File: config.mk
export PLATFORM = sky130hd
export DESIGN_NAME = bcd_para_binario
export DESIGN_NICKNAME = d
export VERILOG_FILES = /design/src/rtl/bcd_para_binario.sv
export SDC_FILE = /design/constraint.sdc
export NUM_CORES = 1
export LEC_CHECK = 0
export ABC_AREA = 1
export CORE_MARGIN = 1
export CORE_UTILIZATION = 40
export CTS_CLUSTER_DIAMETER = 40
export DETAILED_ROUTE_END_ITERATION = 10
export MAX_ROUTING_LAYER = met4
export PLACE_DENSITY = 0.64
export SYNTH_ARGS = -nofsm -noshare
export SYNTH_HDL_FRONTEND = slang
export SYNTH_SLANG_ARGS = --single-unit
File: constraint.sdc
create_clock -name clock -period 1.1 [get_ports clock]
set_input_delay 0.11 -clock clock [delete_from_list [all_inputs] [get_ports clock]]
set_output_delay 0.11 -clock clock [all_outputs]
set_load 0.01 [all_outputs]
File: src/rtl/bcd_para_binario.sv
// bcd_para_binario: three-digit BCD to 10-bit binary converter.
// Reverse double-dabble, one shift/correct step per clock, start/busy/done handshake.
module bcd_para_binario (
  input  logic       clock,
  input  logic       reset,
  input  logic       iniciar,
  input  logic [3:0] centena,
  input  logic [3:0] dezena,
  input  logic [3:0] unidade,
  output logic [9:0] binario,
  output logic       ocupado,
  output logic       pronto,
  output logic       erro
);

  typedef enum logic {
    OCIOSO,
    CONVERTE
  } estado_t;

  estado_t     estado, estado_prox;
  logic [21:0] trab, trab_prox;
  logic [21:0] desloc, corrigido;
  logic [3:0]  cont, cont_prox;
  logic [9:0]  binario_prox;
  logic        pronto_prox;
  logic        erro_prox;
  logic        invalido;

  function automatic logic [3:0] ajusta(input logic [3:0] n);
    return (n >= 4'd8) ? n - 4'd3 : n;
  endfunction

  // One reverse double-dabble step on the working register.
  always_comb begin
    desloc    = {1'b0, trab[21:1]};
    corrigido = {ajusta(desloc[21:18]),
                 ajusta(desloc[17:14]),
                 ajusta(desloc[13:10]),
                 desloc[9:0]};
  end

  assign invalido = (centena > 4'd9) |
                    (dezena  > 4'd9) |
                    (unidade > 4'd9);

  assign ocupado = (estado == CONVERTE);

  // Next-state and next-output logic; a held bad request pulses
  // pronto on alternate cycles so it never stays high twice in a row.
  always_comb begin
    estado_prox  = estado;
    trab_prox    = trab;
    cont_prox    = cont;
    binario_prox = binario;
    pronto_prox  = 1'b0;
    erro_prox    = erro;
    unique case (estado)
      OCIOSO: begin
        if (iniciar) begin
          if (invalido) begin
            if (!pronto) begin
              erro_prox   = 1'b1;
              pronto_prox = 1'b1;
            end
          end else begin
            trab_prox   = {centena, dezena, unidade, 10'b0};
            cont_prox   = 4'd0;
            erro_prox   = 1'b0;
            estado_prox = CONVERTE;
          end
        end
      end
      CONVERTE: begin
        trab_prox = corrigido;
        cont_prox = cont + 4'd1;
        if (cont == 4'd9) begin
          binario_prox = corrigido[9:0];
          pronto_prox  = 1'b1;
          estado_prox  = OCIOSO;
        end
      end
      default: estado_prox = OCIOSO;
    endcase
  end

  // State and datapath registers; reset discards any partial result.
  always_ff @(posedge clock) begin
    if (reset) begin
      estado  <= OCIOSO;
      trab    <= '0;
      cont    <= '0;
      binario <= '0;
      pronto  <= 1'b0;
      erro    <= 1'b0;
    end else begin
      estado  <= estado_prox;
      trab    <= trab_prox;
      cont    <= cont_prox;
      binario <= binario_prox;
      pronto  <= pronto_prox;
      erro    <= erro_prox;
    end
  end

endmodule

==> flow_summary.json <==
{
  "die_w_microns": 71.5,
  "n_antenna_cell": 0,
  "grt_usage_pct": 20.6,
  "crit_path_start_kind": "register",
  "maxSlewViolCount": 0,
  "cts.htree.levels": 2,
  "end_kind": "register",
  "skew_ns": 0.00596,
  "arrival_ns": 1.39,
  "min_path_type": "input pin to register",
  "fillCellCount": 355,
  "clkSinkCount": 38,
  "core_area_sq_um": 4500,
  "rows": 24,
  "synth_top_area_cell": "dfxtp_1",
  "cts_root_buf": "clkbuf_8",
  "p_per_area_nw_per_um2": 1190,
  "multi_input_area_sq_um": 1200,
  "yosysTopAreaCellShare_pct": 39.4,
  "die_h_microns": 71.5,
  "timing.fmax_mhz": 835,
  "fin_crit_sh_pct": 109,
  "portBuffers": 27,
  "synth_cell_type_count": 30,
  "period_needed_ns": 1.20,
  "r2r_slack_ns": -0.1,
  "violations": "setup timing",
  "path_class": "register to register",
  "postSynth.asyncResetShare_pct": 0,
  "vdd_drop_max_mv": 0.936,
  "power_mw": 3.64,
  "yosys-top-cells-area": "dfxtp_1 39%, nand2_1 8.2%, nor2_1 8.0%",
  "worstReg2RegEnd": "trab[15]",
  "synth_cells": 251,
  "yosys_register_bits": 38,
  "yosys_warnings": 0,
  "drive_gt1_share_pct": 42.3,
  "wl_microns": 5230,
  "avgViaCountPerCell": 5.15,
  "yosysSeqAreaShare_pct": 39.4,
  "cts_buffers": 5,
  "postRouteAntennaNets": 0,
  "regArea_sq_um": 777,
  "synth_edf_count": 0,
  "finalHoldViolations": 0,
  "clk_pin_slew_ns": 0.07,
  "finalSetupViolCount": 18,
  "worst_slack_ns": -0.0983,
  "synth_nets": 272,
  "critical_path_required_ns": 1.29,
  "io_pins": 28,
  "vias": 1909,
  "rr_startpoint": "trab[15]",
  "ys.flop_type": "dfxtp_1",
  "first_iter_violations": 117,
  "clock_latency_ns": 0.29,
  "dieArea_sq_um": 5120,
  "cts_tree": "built",
  "clock_path_buffers": 2,
  "rsz0062_at_grt": "true",
  "outcome": "finished, violations left",
  "initial_core_util_pct": 42.9,
  "syn_area_per_cell_sq_um": 7.70,
  "first_global_vias": 1737,
  "fin_cells": 371,
  "drv_cap": 0,
  "rr_worst_depth": 8,
  "worst_slew_pin_slew_ns": 0.297,
  "dp_cells": 349,
  "grt_overflow_total": 0,
  "fin_setup_tns_ns": -1.00,
  "hpwl_microns": 3070,
  "area_delta_synth_final_pct": 57.5,
  "drc": 0,
  "cp-startpoint": "trab[15]",
  "endpoint": "trab[15]",
  "synth.most_common_cell": "nand2_1",
  "grt_max_degree": 15,
  "syn_area_sq_um": 1930,
  "synthTopCellsByCount": "42 x nand2_1, 41 x nor2_1, 38 x dfxtp_1",
  "p_leak_nw": 1.31,
  "place_ws_ns": -0.388,
  "dr.pass1.iters": 4,
  "fin_nets": 339,
  "routedWlPerCell_microns": 14.1,
  "crit_fanout": 4,
  "antenna_found_initial": 0,
  "timing.max_slew.rel_slack_pct": 80.1,
  "gp_congestion": 0.794,
  "grt_pass1_wl_microns": 8070
}
## layout make-up
cell class                 count  area share [%]
clock buffer                   6            2.71
timing repair buffer          75            25.2
inverter                      18            2.71
timing repair inverter         1           0.370
multi-input combinational    179            39.3
sequential                    38            25.5
clock inverter                 2            1.97
tap                           52            2.14
## registers in the layout, summed over array words and instances (netlist names)
register	flops
cont	4
binario	10
ocupado	1
erro	1
trab	21
pronto	1
## what timing repair did
| action | 4_1_cts | 5_1_grt |
|---|---|---|
| hold buffers | 0 | 0 |
| pin swaps | 20 | 30 |
| gates cloned | 1 | 3 |
| gates resized for setup | 69 | 53 |
| setup endpoints to repair | 51 | 38 |
| buffers inserted | 6 | 5 |
## routing by layer
layer  share of wire [%]  routed length (microns)  GRT usage, %  up-vias
met1                  45                     2370          27.3      899
met2                  50                     2600          32.4       47
met5                   0                        0             -        -
met4                 1.1                       59          6.32        0
met3                 3.9                      205          3.52        8
li1                    -                        -             -      955
## worst min path at each step
stage | from | end | depth (start not counted)
2_1_floorplan | centena[3] | trab[21] | 4
3_3_place_gp | trab[2] | trab[1] | 2
3_5_place_dp | trab[2] | trab[1] | 2
4_1_cts | unidade[2] | trab[12] | 5
5_1_grt | centena[3] | trab[21] | 5
6_report | centena[3] | trab[21] | 5
## power breakdown
part | internal [mW] | leakage, nW | switching [mW] | total, mW
Clock | 0.968 | 0.0714 | 0.505 | 1.47
Combinational | 0.348 | 0.923 | 0.336 | 0.684
Sequential | 1.42 | 0.312 | 0.0577 | 1.48
Total | 2.74 | 1.31 | 0.899 | 3.64
## worst max-delay path, stage by stage, from the launching register on
cell and delay [ns]:
dfxtp_4 0.39, inv_4 0.04, ha_4 0.23, nand2_2 0.06, o21ai_2 0.06, mux2i_1 0.15
nand3_1 0.09, nand2_1 0.06, nor2_1 0.03
## cells by family after synthesis
family | after synthesis | synth area share (%)
buffers and inverters | 34 | 9.71
adders and majority gates | 6 | 3.88
AOI/OAI and AO/OA | 44 | 14.1
DFF | 38 | 39.4
muxes | 5 | 2.59
and+or+nand+nor | 124 | 30.4
## cell usage in the layout, fill, tap and decap left out, types with 3 or more instances in the layout
cell,n
o21ai_2,12
dfxtp_4,3
buf_12,5
a21oi_2,14
clkdlybuf4s50_1,4
o21ai_4,3
buf_6,11
nand2_2,6
dfxtp_1,31
dlymetal6s2s_1,5
nand3_2,8
inv_4,3
dfxtp_2,4
inv_2,6
nor2_1,40
nand3_1,24
a21oi_1,9
nand2_1,35
buf_4,27
dlygate4sd2_1,17
o21ai_1,4
inv_1,7
ha_4,5
mux2i_1,3
clkbuf_8,6
## per-stage QoR
step | hold slack (ns) | area [sq um] | utilization, %
6_report | 0.249 | 3040 | 67.6
5_1_grt | 0.263 | 3040 | 67.6
4_1_cts | 0.373 | 2780 | 61.7
3_5_place_dp | 0.462 | 2480 | 55.1
3_3_place_gp | 0.459 | 2480 | 55.1
2_1_floorplan | 0.335 | 1940 | -
(Power assumes the default switching activity.)
